[config.mk]
export PLATFORM = sky130hd
export DESIGN_NAME = mem_port_arbiter
export DESIGN_NICKNAME = d
export VERILOG_FILES = /design/src/rtl/mem_port_arbiter_pkg.sv /design/src/rtl/mem_port_arbiter_timeout_ctr.sv /design/src/rtl/mem_port_arbiter.sv
export SDC_FILE = /design/constraint.sdc
export NUM_CORES = 1
export LEC_CHECK = 0
export ABC_AREA = 1
export BUFFER_PORTS_ARGS = -buffer_cell sky130_fd_sc_hd__buf_4
export CAP_MARGIN = 10
export CORE_ASPECT_RATIO = 1.4
export CORE_MARGIN = 2
export CORE_UTILIZATION = 35
export CTS_CLUSTER_DIAMETER = 60
export CTS_CLUSTER_SIZE = 30
export DETAILED_ROUTE_END_ITERATION = 10
export PLACE_DENSITY_LB_ADDON = 0.25
export SLEW_MARGIN = 20
export SYNTH_ARGS = -nofsm -noshare
export SYNTH_HDL_FRONTEND = slang
export SYNTH_HIERARCHICAL = 1
export SYNTH_SLANG_ARGS = --single-unit
[constraint.sdc]
create_clock -name clk -period 1.7 [get_ports clk]
set_clock_uncertainty 0.1 [all_clocks]
set_input_delay 0.34 -clock clk [delete_from_list [all_inputs] [get_ports clk]]
set_output_delay 0.34 -clock clk [all_outputs]
set_load 0.03 [all_outputs]
[src/rtl/mem_port_arbiter_pkg.sv]
// Shared types and defaults for the IF/MEM memory port arbiter.
// Optional timeout abort is enabled with the ARB_TIMEOUT_EN macro.
package mem_port_arbiter_pkg;

    localparam int unsigned ADDR_W_DEF         = 32;
    localparam int unsigned DATA_W_DEF         = 32;
    localparam int unsigned TIMEOUT_CYCLES_DEF = 255;

    typedef enum logic [1:0] {
        ST_IDLE     = 2'd0,
        ST_BUSY_MEM = 2'd1,
        ST_BUSY_IF  = 2'd2
    } arb_state_e;

endpackage

[src/rtl/mem_port_arbiter_timeout_ctr.sv]
// Busy-cycle counter for the arbiter timeout abort (built only with ARB_TIMEOUT_EN).
module arb_timeout_ctr #(
    parameter int unsigned LIMIT = 255
) (
    input  logic clk,
    input  logic rst_n,
    input  logic clear,
    input  logic enable,
    output logic tc_c
);

    localparam int unsigned CNT_W = $clog2(LIMIT + 1);

    logic [CNT_W-1:0] count;

    always_ff @(posedge clk or negedge rst_n) begin
        if (!rst_n) begin
            count <= '0;
        end else if (clear) begin
            count <= '0;
        end else if (enable) begin
            count <= count + CNT_W'(1);
        end
    end

    // High in the busy cycle whose missing ack makes the count reach LIMIT.
    assign tc_c = (count == CNT_W'(LIMIT - 1));

endmodule

[src/rtl/mem_port_arbiter.sv]
// Arbitrates the single-port memory bus between IF fetches and MEM loads/stores.
// MEM wins ties; define ARB_TIMEOUT_EN to abort accesses that never see an ack.
module mem_port_arbiter
    import mem_port_arbiter_pkg::*;
#(
    parameter int unsigned ADDR_W         = ADDR_W_DEF,
    parameter int unsigned DATA_W         = DATA_W_DEF,
    parameter int unsigned TIMEOUT_CYCLES = TIMEOUT_CYCLES_DEF
) (
    input  logic                clk,
    input  logic                reset,
    input  logic                if_in_req_en_l,
    input  logic [ADDR_W-1:0]   if_in_addr_l,
    input  logic                mem_in_req_en_l,
    input  logic                mem_in_we_l,
    input  logic [ADDR_W-1:0]   mem_in_addr_l,
    input  logic [DATA_W-1:0]   mem_in_wdata_l,
    input  logic [DATA_W/8-1:0] mem_in_be_l,
    input  logic                bus_in_ack_l,
    input  logic [DATA_W-1:0]   bus_in_rdata_l,
    output logic                arb_out_req_w,
    output logic                arb_out_we_w,
    output logic [ADDR_W-1:0]   arb_out_addr_w,
    output logic [DATA_W-1:0]   arb_out_wdata_w,
    output logic [DATA_W/8-1:0] arb_out_be_w,
    output logic [DATA_W-1:0]   arb_out_if_rdata_w,
    output logic                arb_out_if_valid_w,
    output logic [DATA_W-1:0]   arb_out_mem_rdata_w,
    output logic                arb_out_mem_valid_w,
    output logic                arb_out_stall_if_en_w,
    output logic                arb_out_stall_mem_en_w,
    output logic                arb_out_err_w
);

    localparam int unsigned BE_W = DATA_W / 8;

    arb_state_e        state;
    arb_state_e        state_nxt;
    logic              busy;
    logic              done;
    logic              timeout;
    logic              mem_elig;
    logic              if_elig;
    logic              grant_mem;
    logic              grant_if;
    logic [ADDR_W-1:0] addr_q;
    logic              we_q;
    logic [DATA_W-1:0] wdata_q;
    logic [BE_W-1:0]   be_q;
    logic [DATA_W-1:0] if_rdata_q;
    logic [DATA_W-1:0] mem_rdata_q;
    logic              if_valid_q;
    logic              mem_valid_q;
    logic              err_q;

    // A request is still the completed one while its valid is high, so mask it.
    assign mem_elig = mem_in_req_en_l & ~mem_valid_q;
    assign if_elig  = if_in_req_en_l & ~if_valid_q;
    assign busy     = (state != ST_IDLE);
    assign done     = busy & (bus_in_ack_l | timeout);

`ifdef ARB_TIMEOUT_EN
    logic tc;

    arb_timeout_ctr #(
        .LIMIT (TIMEOUT_CYCLES)
    ) u_timeout_ctr (
        .clk    (clk),
        .rst_n  (reset),
        .clear  (grant_mem | grant_if),
        .enable (busy & ~bus_in_ack_l),
        .tc_c   (tc)
    );

    // An ack in the terminal cycle takes precedence over the abort.
    assign timeout = busy & ~bus_in_ack_l & tc;
`else
    logic unused_timeout_cycles;
    assign unused_timeout_cycles = ^32'(TIMEOUT_CYCLES);
    assign timeout               = 1'b0;
`endif

    always_ff @(posedge clk or negedge reset) begin
        if (!reset) begin
            state <= ST_IDLE;
        end else begin
            state <= state_nxt;
        end
    end

    // After completion the other requester is served directly, without an idle cycle.
    always_comb begin
        state_nxt = state;
        case (state)
            ST_IDLE: begin
                if (mem_elig) begin
                    state_nxt = ST_BUSY_MEM;
                end else if (if_elig) begin
                    state_nxt = ST_BUSY_IF;
                end
            end
            ST_BUSY_MEM: if (done) state_nxt = if_elig ? ST_BUSY_IF : ST_IDLE;
            ST_BUSY_IF:  if (done) state_nxt = mem_elig ? ST_BUSY_MEM : ST_IDLE;
            default:     state_nxt = ST_IDLE;
        endcase
    end

    always_comb begin
        grant_mem     = 1'b0;
        grant_if      = 1'b0;
        arb_out_req_w = busy;
        if (state_nxt == ST_BUSY_MEM && state != ST_BUSY_MEM) grant_mem = 1'b1;
        if (state_nxt == ST_BUSY_IF && state != ST_BUSY_IF)   grant_if  = 1'b1;
    end

    always_ff @(posedge clk or negedge reset) begin
        if (!reset) begin
            addr_q      <= '0;
            we_q        <= 1'b0;
            wdata_q     <= '0;
            be_q        <= '0;
            if_rdata_q  <= '0;
            mem_rdata_q <= '0;
            if_valid_q  <= 1'b0;
            mem_valid_q <= 1'b0;
            err_q       <= 1'b0;
        end else begin
            if (grant_mem) begin
                addr_q  <= mem_in_addr_l;
                we_q    <= mem_in_we_l;
                wdata_q <= mem_in_wdata_l;
                be_q    <= mem_in_be_l;
            end else if (grant_if) begin
                // Fetches always read a full word.
                addr_q  <= if_in_addr_l;
                we_q    <= 1'b0;
                wdata_q <= '0;
                be_q    <= '1;
            end
            mem_valid_q <= (state == ST_BUSY_MEM) & done;
            if_valid_q  <= (state == ST_BUSY_IF) & done;
            err_q       <= timeout;
            if (state == ST_BUSY_MEM && done) begin
                mem_rdata_q <= (we_q | timeout) ? '0 : bus_in_rdata_l;
            end
            if (state == ST_BUSY_IF && done) begin
                if_rdata_q <= timeout ? '0 : bus_in_rdata_l;
            end
        end
    end

    assign arb_out_we_w           = we_q;
    assign arb_out_addr_w         = addr_q;
    assign arb_out_wdata_w        = wdata_q;
    assign arb_out_be_w           = be_q;
    assign arb_out_if_rdata_w     = if_rdata_q;
    assign arb_out_if_valid_w     = if_valid_q;
    assign arb_out_mem_rdata_w    = mem_rdata_q;
    assign arb_out_mem_valid_w    = mem_valid_q;
    assign arb_out_err_w          = err_q;
    assign arb_out_stall_if_en_w  = if_in_req_en_l & ~if_valid_q;
    assign arb_out_stall_mem_en_w = mem_in_req_en_l & ~mem_valid_q;

endmodule
## Word-level counts from Yosys, hierarchy flattened

Index checks and enable logic that the tools add are counted.

| word-level totals | value |
|---|---|
| logic and storage cells | 47 |
| output and inout port bits | 139 |
| bits of input ports | 138 |
| register bits after elaboration | 137 |

| operators by class | value |
|---|---|
| eq/ne operators | 6 |
| bitwise gates (word level) | 7 |
| reductions and logical operators | 7 |
| mux-type cells | 18 |

Operators with widths:

| operator | number |
|---|---|
| two-way mux 32 bit | 5 |
| two-way mux 2 bit | 5 |
| two-way mux 4 bit | 2 |
| one-hot mux 2 bit (3 select lines) | 1 |
| AND 1 bit | 5 |
| two-way mux 1 bit | 5 |
| equality test 2 x 1 -> 1 bit (second input constant) | 2 |
| equality test 2 bit (second input constant) | 2 |
| logical AND 1 bit | 4 |
| nonzero test 2 bit | 2 |
| zero test 2 bit | 1 |
| != test 2 x 1 -> 1 bit (second input constant) | 1 |
| != test 2 bit (second input constant) | 1 |
| NOT 1 bit | 2 |

## Logic depth before layout (Yosys ltp)

Gate-level depths: netlist of run 1.

| depth | value |
|---|---|
| depth after elaboration | 10 |
| depth in mapped cells | 9 |
| depth with buffers taken out | 8 |

## Least setup slack after synthesis of run 1

OpenSTA, ideal clock, no wires.

| path | value |
|---|---|
| kind | reg-to-reg |
| from | register if_valid_q, in the netlist arb_out_if_valid_w |
| to | register addr_q[10], in the netlist arb_out_addr_w[10] |
| slack | -87 ps |
| buffers on the path | 1 |
| cell stages (with the launch flop) | 7 |
| data arrival time | 1,621 ps |
| clock period less this slack | 1,787 ps |
| setup time | 66 ps |
| path through | dfrtp_1 > nor2_1 > nand2_2 > nand2_2 > buf_2 > nand2_1 > nand2_1 |

| on the way | value |
|---|---|
| word-level cells in the longest chain between the ends | 9 |
| elaborated cells between the ends (all ways) | 15 |

RTL lines:

| what | line | text |
|---|---|---|
| start, declared | mem_port_arbiter.sv:52 | `logic if_valid_q;` |
| start signal, assigned | mem_port_arbiter.sv:141 | `if_valid_q <= (state == ST_BUSY_IF) & done;` |
| NOT 1 bit * | -- |  |
| AND 1 bit * | -- |  |
| net arb_out_stall_if_en_w | mem_port_arbiter.sv:30 | `output logic arb_out_stall_if_en_w,` |
| two-way mux 2 bit (on tied branches) | mem_port_arbiter.sv:98, mem_port_arbiter.sv:102 |  |
| two-way mux 2 bit (on tied branches) | mem_port_arbiter.sv:96, mem_port_arbiter.sv:102 |  |
| one-hot mux 2 bit (3 select lines) * | mem_port_arbiter.sv:94 | `case (state)` |
| equality test 2 x 1 -> 1 bit / equality test 2 bit (equally long branches) | mem_port_arbiter.sv:112, mem_port_arbiter.sv:113 |  |
| logical AND 1 bit (on tied branches) | mem_port_arbiter.sv:112, mem_port_arbiter.sv:113 |  |
| two-way mux 1 bit (on tied branches) | mem_port_arbiter.sv:112, mem_port_arbiter.sv:113 |  |
| two-way mux 32 bit / nonzero test 2 bit (equally long branches) | -- |  |
| end signal, assigned | mem_port_arbiter.sv:129 | `addr_q <= mem_in_addr_l;` |
| end signal, assigned | mem_port_arbiter.sv:135 | `addr_q <= if_in_addr_l;` |
| end, declared | mem_port_arbiter.sv:46 | `logic [ADDR_W-1:0] addr_q;` |

The timed path passes the listed nets; every way through them passes the cells marked *.
A chain may end at the register's enable or synchronous reset.

## Final worst setup path of run 1

| path | value |
|---|---|
| from | register mem_valid_q, in the netlist arb_out_mem_valid_w |
| to | output arb_out_stall_mem_en_w |

| on the way | value |
|---|---|
| word-level cells in the longest chain between the ends | 2 |

RTL lines:

| what | line | text |
|---|---|---|
| start, declared | mem_port_arbiter.sv:53 | `logic mem_valid_q;` |
| start signal, assigned | mem_port_arbiter.sv:140 | `mem_valid_q <= (state == ST_BUSY_MEM) & done;` |
| NOT 1 bit | mem_port_arbiter.sv:162 | `assign arb_out_stall_mem_en_w = mem_in_req_en_l & ~mem_valid_q;` |
| AND 1 bit | mem_port_arbiter.sv:162 |  |
| end, declared | mem_port_arbiter.sv:31 | `output logic arb_out_stall_mem_en_w,` |

Every way passes these cells.

==> results of run 1 <==
## report_power, final
group | internal, W | leakage (nW) | switching [W] | total (W)
registers | 0.00470 | 1.73 | 0.000866 | 0.00557
logic | 0.00331 | 3.02 | 0.00598 | 0.00929
clock network | 0.00239 | 0.308 | 0.00153 | 0.00391
## metal layers
metal | GRT usage [%] | vias to the layer above | wire length (um) | part of all wire (%)
met3 | 5.09 | 23 | 1230 | 6.7
met4 | 8.48 | 0 | 416 | 2.2
li1 | - | 2835 | - | -
met2 | 35.6 | 186 | 9520 | 51
met1 | 23.7 | 2663 | 7370 | 40
met5 | 0 | - | 0 | 0
## flip-flops by register name, indices dropped and copies added (netlist names)
name and flops:
arb_out_mem_valid_w 1, arb_out_mem_rdata_w 32, arb_out_if_valid_w 1, arb_out_if_rdata_w 32
arb_out_wdata_w 32, arb_out_we_w 1, arb_out_addr_w 32, state 2
arb_out_be_w 4
## final timing paths
check	to	slack [ns]	from	cells after the start
max	arb_out_stall_mem_en_w	0.05	arb_out_mem_valid_w$_DFF_PN0_	3
min	arb_out_if_rdata_w[1]$_DFFE_PN0P_	0.02	bus_in_rdata_l[1]	3
max in group asynchronous	arb_out_if_rdata_w[18]$_DFFE_PN0P_	0.71	reset	3
max reg2reg	arb_out_wdata_w[2]$_DFFE_PN0P_	0.12	arb_out_mem_valid_w$_DFF_PN0_	7
min reg2reg	arb_out_mem_rdata_w[19]$_DFFE_PN0P_	0.39	arb_out_mem_rdata_w[19]$_DFFE_PN0P_	2
min in group asynchronous	arb_out_wdata_w[17]$_DFFE_PN0P_	0.29	reset	2
## synth_stat cells, types with 2 or more instances
| cell type | instances |
|---|---|
| buf_2 | 29 |
| buf_4 | 4 |
| clkbuf_1 | 15 |
| dfrtp_1 | 137 |
| inv_1 | 11 |
| inv_2 | 4 |
| nand2_1 | 370 |
| nand2_2 | 3 |
| nand3_1 | 71 |
| nand4_1 | 32 |
| nor2_1 | 2 |
| o21ai_0 | 33 |
## metrics by stage
stage                     setup WS, ns  cell area (um2)  power (W)  util [%]
final                           0.0496             9010     0.0188      54.3
after global routing           0.00387             9010     0.0199      54.3
after CTS                     0.000936             8980     0.0189      54.1
after detailed placement         0.119             8280     0.0149      49.9
after global placement           0.145             8280     0.0147      49.9
after floorplan                0.00614             5910     0.0111         -
## layout make-up
type                       count  area (um2)  share of cell area, %
tap                          203         254                   2.82
multi-input combinational    516        2200                   24.4
inverter                      15        56.3                  0.625
sequential                   137        3430                   38.0
clock buffer                  18         439                   4.87
clock inverter                14         185                   2.05
timing repair buffer         307        2450                   27.2
## worst max-delay path: cells and delay by family, from the launching register on
family | cells | cell delay, ns
AND/OR/NAND/NOR | 1 | 0.13
buffers and inverters | 2 | 0.26
flip-flops | 1 | 0.40
## repair_timing
| item | 4_1_cts | 5_1_grt |
|---|---|---|
| buffers inserted | 2 | 3 |
| hold endpoints to repair | 27 | 0 |
| cloned | 1 | 0 |
| hold buffers | 1 | 0 |
| resized for setup | 3 | 5 |
| pin swaps | 1 | 0 |
| endpoints found under the setup margin | 1 | 4 |
## cells by family (layout without fill, tap and decap cells)
kind of cell,after synthesis,after routing
buf+inv,65,354
other cells,1,1
compound gates,35,35
simple gates,480,480
flops,137,137
==> impl_summary.md, run 1 <==
Worst setup path
The kind of start point of the critical path is a flop. The largest stage delay on the critical path is 0.40 ns. The signal on the critical path passes through nor2_4, buf_12, buf_8. Data on the critical path arrives at its endpoint at 1.21 ns.

The endpoint kind of the worst setup timing path is a primary output. The largest individual stage delay along the critical path comes from the cell dfrtp_1. Of all nets on the critical path, the largest fanout is 10.

The category of the critical setup timing path is flop to primary output. At the worst endpoint, the required time is 1.26 ns.

Die
In this run the standard cell core region covers 16600 um2. The width of the die is 114 um. The number of top-level pins is 277. The die covers 17900 um2. The starting density of the core is 35.6%. The chip height is 158 um.

The number of rows in the core area is 56.

Cells and area
In the layout the commonest cells are 370 x nand2_1, 294 x buf_4, 136 x dfrtp_1. The post-route netlist has 34.9% of its cells at a drive strength greater than 1. The fill cell instance count of the final layout is 1630. Relative to the synthesized area, the layout overhead comes to 52.7%. The final antenna diode count is 0. The final net count is 1132. The non-filler instance count after layout is 1210.

The library cell used most frequently in the layout, excluding fill and tap cells, is nand2_1.

GRT
The global routing usage summed across all routing layers is 20.3%. The number of antenna violations at the first check in global routing is 0. The first-pass GRT wire length is 28900 um. Entering global routing, the biggest net connects 66 pins. The overflow left after global routing is 0.

The via count of the first global-routing pass was 5688.

Route
For this run, design rule violations remaining after detail routing come to 0. The per-cell routed wire length is 15.3 um. The average via count per standard cell is 4.72. The number of DRC markers in iteration 0 is 317. The number of vias after detailed routing is 5707. Once detail routing completed, the nets flagged for antenna violations numbered 0.

The final layout contains routed wiring with a total length of 18500 um. The detailed-router iteration count before antenna repair is 4.

Clock network
The number of clock buffers added by TritonCTS is 17. Clock-pin slew was measured on the worst setup and hold paths at 0.07 ns. Clock tree synthesis found a total of 137 sinks.

The clock latency of the later-clocked register in the worst-skew pair is 0.42 ns. Clock tree synthesis selected as its root buffer the cell clkbuf_16. CTS built an H-tree with a depth of 4. The clock passes through at most 2 buffers. TritonCTS built the clock tree.

Synth
The mux contribution to synthesized area is 0%. The cell area after technology mapping is 5900 um2. The post-synthesis sequential area ratio is 58.1%.

After synthesis the netlist holds a flip-flop and latch count of 137. The number of nets produced by synthesis is 856. The flip-flop cell with the highest count after synthesis is dfrtp_1.

The number of flops mapped to enable cells by yosys is 0. Ranked by total cell area, the synthesized netlist is headed by dfrtp_1 58%, nand2_1 24%, nand3_1 6.0%, nand4_1 3.4%, o21ai_0 2.8%. The largest family of logic cells by synthesized area is simple AND/OR/NAND/NOR gates.

The adder-cell area share of the yosys netlist is 0%. The number of unique standard cell types used by synthesis is 19. The number of cells produced by synthesis is 718.

The share of synthesized area in the top cell type comes to 58.1%. The Yosys step of the flow raised 6 warnings. A synthesized cell averages 8.22 um2.

The basic-gate share of the synthesized area counting and, or, nand and nor cells is 33.7%. Counting flops with an async set or reset pin after synthesis yields a share of 100%. The synthesized netlist devotes 3.01% of its cell area to compound gates. The xor and xnor fraction of the mapped netlist area is 0%. The cell accounting for the most synthesized area is dfrtp_1.

Timing
The top achievable clock speed is 0.606 GHz. For the pin with the worst max-slew slack, the measured transition is 0.580 ns. The final critical path takes up 97.1% of the cycle.

Hold is met by 0.0185 ns. Setup violations remaining at the end of the flow were counted as 0. The final hold violation count is 0. Setup repair after global routing left no endpoint under its margin. The worst relative slew slack is 61.3%.

The aggregate negative setup slack is 0 ns. The number of max-slew violations in the final report is 0. The time the worst path needs with I/O delays and setup is 1.65 ns.

Run status
The run finished with clean final reports.

Placed design
At the end of routability-driven placement, the weighted congestion stood at 0.822. The placed wire-length estimate is 12900 um. Input and output buffers added on the ports amount to 275. In this run, placement finished with an instance count of 1171.

Flow run
The number of maximum-capacitance violations is 0.

Worst hold path
The path category of the worst min-delay check is input port to flop.

Power and ir drop
The peak supply drop is 0.00106 V. The power density normalized to cell area is 2080 nW/um2. In this run the static leakage power is 5.06 nW.
No activity file was read; power rests on OpenSTA's default activity.
==> inputs of run 2 (changes only) <==
--- a/config.mk
+++ b/config.mk
@@ -15,6 +15,7 @@
 export CTS_CLUSTER_SIZE = 30
 export DETAILED_ROUTE_END_ITERATION = 10
 export PLACE_DENSITY_LB_ADDON = 0.25
+export SKIP_CTS_REPAIR_TIMING = 1
 export SLEW_MARGIN = 20
 export SYNTH_ARGS = -nofsm -noshare
 export SYNTH_HDL_FRONTEND = slang
==> constraint.sdc (replaced) <==
create_clock -name clk -period 1.8 [get_ports clk]
set_clock_uncertainty 0.1 [all_clocks]
set_input_delay 0.36 -clock clk [delete_from_list [all_inputs] [get_ports clk]]
set_output_delay 0.36 -clock clk [all_outputs]
set_load 0.03 [all_outputs]
==> run 2 against run 1 <==
Core utilization decreased by 0.57 points. Setup slack better by 0.038 ns. Critical path depth unchanged. Largest cell class unchanged. Highest routed layer unchanged.
==> impl_summary.md, run 2 (same netlist as run 1, synthesis figures left out) <==
Cells and area
The post-synthesis to final-layout area growth is 51.1% (was 52.7%). The non-filler instance count after layout came to 1207 (was 1210). The leading cell type in the layout, fill and taps excluded is nand2_1 (unchanged).

Most used cells in the layout excluding fill and tap cells: 370 x nand2_1, 292 x buf_4, 137 x dfrtp_1 (was 370 x nand2_1, 294 x buf_4, 136 x dfrtp_1). The fill cell instance count of the final layout came to 1626 (was 1630). The fraction of layout instances using a drive strength above 1 is 34.4% (was 34.9%).

The total non-filler cell area in the finished layout is 8920 um2 (was 9010 um2). The final antenna diode count is 0 (unchanged). The final net count is 1129 (was 1132).

Power and ir drop
The peak supply drop is 0.00115 V (was 0.00106 V). The sequential share of power was 30.0% (was 29.7%). The combinational power share was 50.4% (was 49.5%).

The static leakage is 5.00 nW (was 5.06 nW). The proportion of total power due to net switching was 45.3% (was 44.6%). The internal power is 0.00949 W (was 0.0104 W). The net switching power is 0.00786 W (was 0.00837 W).

The share of power burned in the clock network is 19.6% (was 20.9%). The power density normalized to cell area came to 1950 nW/um2 (was 2080 nW/um2).

Clock network
The H-tree depth was 4 (unchanged). The TritonCTS clock tree is yes (unchanged). The maximum number of buffers from clock root to sink is 2 (unchanged).

The total clock sinks is 137 (unchanged). The clock-pin slew reported for the worst setup and hold paths after clock tree synthesis came to 0.06 ns (was 0.07 ns). The master cell of the clock root buffer was clkbuf_16 (unchanged). The total clock buffers created by CTS was 17 (unchanged). The clock latency of the later-clocked register in the worst-skew pair is 0.41 ns (was 0.42 ns).

Timing
The final hold violation count was 0 (unchanged). The worst relative slew slack came to 63.3% (was 61.3%). The aggregate negative setup slack is 0 ns (unchanged). The time the worst path needs with I/O delays and setup is 1.71 ns. The worst path uses 95.1% of the clock period. Static timing analysis puts the maximum clock frequency at 0.584 GHz. The number of max-slew violations in the final report came to 0 (unchanged). RSZ-0062 raised after global routing: false (unchanged).

The setup-violating endpoint count in the final report is 0 (unchanged). The worst-margin pin slew came to 0.550 ns (was 0.580 ns).

Worst setup path
The flop-to-flop setup slack is 0.17 ns (was 0.12 ns). The launching element of the worst setup path was arb_out_mem_valid_w$_DFF_PN0_ (unchanged). The peak fanout along the critical path is 7 (was 10).

The startpoint of the worst register-to-register path is arb_out_mem_valid_w$_DFF_PN0_ (unchanged). The buffer and inverter count on the worst path was 2 (unchanged). The highest-delay cell along the critical path is dfrtp_1 (unchanged). The worst endpoint data arrival time was 1.25 ns (was 1.21 ns). The kind of start point of the critical path was a flop (unchanged).

The largest stage delay on the critical path is 0.42 ns (was 0.40 ns). The required time reported for the critical path endpoint is 1.34 ns (was 1.26 ns). The depth of the most critical reg-to-reg path is 7 (unchanged).

The category of the critical setup timing path is flop to primary output (unchanged). The dominant delay contributor by cell family on the critical path is flip-flops (unchanged). The worst flop-to-flop path endpoint is arb_out_wdata_w[16]$_DFFE_PN0P_ (was arb_out_wdata_w[2]$_DFFE_PN0P_). Cells along the critical path: nor2_4, buf_12, buf_4 (was nor2_4, buf_12, buf_8).

The endpoint kind of the worst setup timing path was a primary output (unchanged).

Route
The average via count per standard cell is 4.72 (about the same). The post-detailed-route DRC marker count is 0 (unchanged). The per-cell routed wire length is 15.5 um (was 15.3 um).

The number of DRC markers in iteration 0 is 334 (was 317). The number of vias after detailed routing is 5702 (was 5707). The detailed-router iteration count before antenna repair came to 5 (was 4).

The number of antenna-violating nets in the routed design is 0 (unchanged). The total length of routed wires was 18800 um (was 18500 um).

Worst hold path
The endpoint with the worst hold slack is arb_out_if_rdata_w[27]$_DFFE_PN0P_ (was arb_out_if_rdata_w[1]$_DFFE_PN0P_). The path category of the worst min-delay check is input port to flop (unchanged). The worst hold path depth is 3 (unchanged). The startpoint of the most critical hold path is bus_in_rdata_l[27] (was bus_in_rdata_l[1]).

Placed design
The post-place instance area is 8270 um2 (was 8280 um2). The placed wire-length estimate is 12900 um (about the same). The count of buffers from port buffering is 275 (unchanged). The placer congestion estimate was 0.814 (was 0.822). The count of placed standard cells including taps is 1168 (was 1171).

Die
The number of top-level pins is 277 (unchanged). The width of the die is 114 um (unchanged). The die area is 17900 um2 (unchanged). The total core area is 16600 um2 (unchanged).

The number of rows in the core area is 56 (unchanged). The starting density of the core came to 35.6% (unchanged). The chip height is 158 um (unchanged).

GRT
The via count of the first global-routing pass was 5585 (was 5688). The largest net degree at the start of global routing is 68 (was 66). The first-pass GRT wire length came to 28700 um (was 28900 um). The global routing usage summed across all routing layers is 20.4% (was 20.3%). The number of antenna violations at the first check in global routing is 0 (unchanged).

The overflow left after global routing came to 0 (unchanged).

Flow run
The number of maximum-capacitance violations is 0 (unchanged).

Run status
Outcome: completed (unchanged).
==> run 2: metrics by stage <==
| step | hold slack [ns] | setup slack [ns] | util (%) | total power, W |
|---|---|---|---|---|
| floorplan | -0.0356 | 0.0127 | - | 0.0105 |
| global placement | 0.208 | 0.261 | 49.8 | 0.0139 |
| detailed placement | 0.207 | 0.195 | 49.8 | 0.0140 |
| CTS | -0.250 | -0.131 | 53.3 | 0.0175 |
| global route | 0.0307 | 0.0168 | 53.7 | 0.0185 |
| finish | 0.0420 | 0.0879 | 53.7 | 0.0174 |
==> run 2: metal layers <==
metal  vias up  track usage, %  wire length (um)
li1       2837               -                 -
met1      2639            24.7              7530
met2       196            34.2              9430
met3        30            5.70              1280
met4         0            8.83               517
met5         -               0                 0
==> run 2: worst max-delay path by stage <==
stage	slack [ns]	depth (start not counted)	endpoint
global placement	0.26	9	arb_out_addr_w[1]$_DFFE_PN0P_
detailed placement	0.20	8	arb_out_wdata_w[17]$_DFFE_PN0P_
CTS	-0.13	3	arb_out_stall_mem_en_w
finish	0.09	3	arb_out_stall_mem_en_w
global route	0.02	3	arb_out_req_w
floorplan	0.01	6	arb_out_addr_w[10]$_DFFE_PN0P_
==> run 2: power by group through the flow <==
stage	clock [W]	combinational, W	sequential (W)
4_1_cts	0.00349	0.00880	0.00521
2_1_floorplan	0	0.00267	0.00778
6_report	0.00339	0.00875	0.00521
3_5_place_dp	0	0.00881	0.00523
3_3_place_gp	0	0.00872	0.00521
5_1_grt	0.00362	0.00947	0.00537
==> run 2: worst reg2reg max path: cells and delay by family, from the launching register on <==
family / cells / cell delay [ns]
AND/OR/NAND/NOR: 4 / 0.42
buffers and inverters: 3 / 0.62
flip-flops: 1 / 0.42
==> run 2: layout make-up <==
| cell class | instances | area (um2) | share of cell area (%) |
|---|---|---|---|
| timing repair buffer | 304 | 2420 | 27.1 |
| clock inverter | 14 | 138 | 1.54 |
| clock buffer | 18 | 439 | 4.92 |
| multi-input combinational | 516 | 2190 | 24.5 |
| inverter | 15 | 56.3 | 0.631 |
| tap | 203 | 254 | 2.85 |
| sequential | 137 | 3430 | 38.4 |
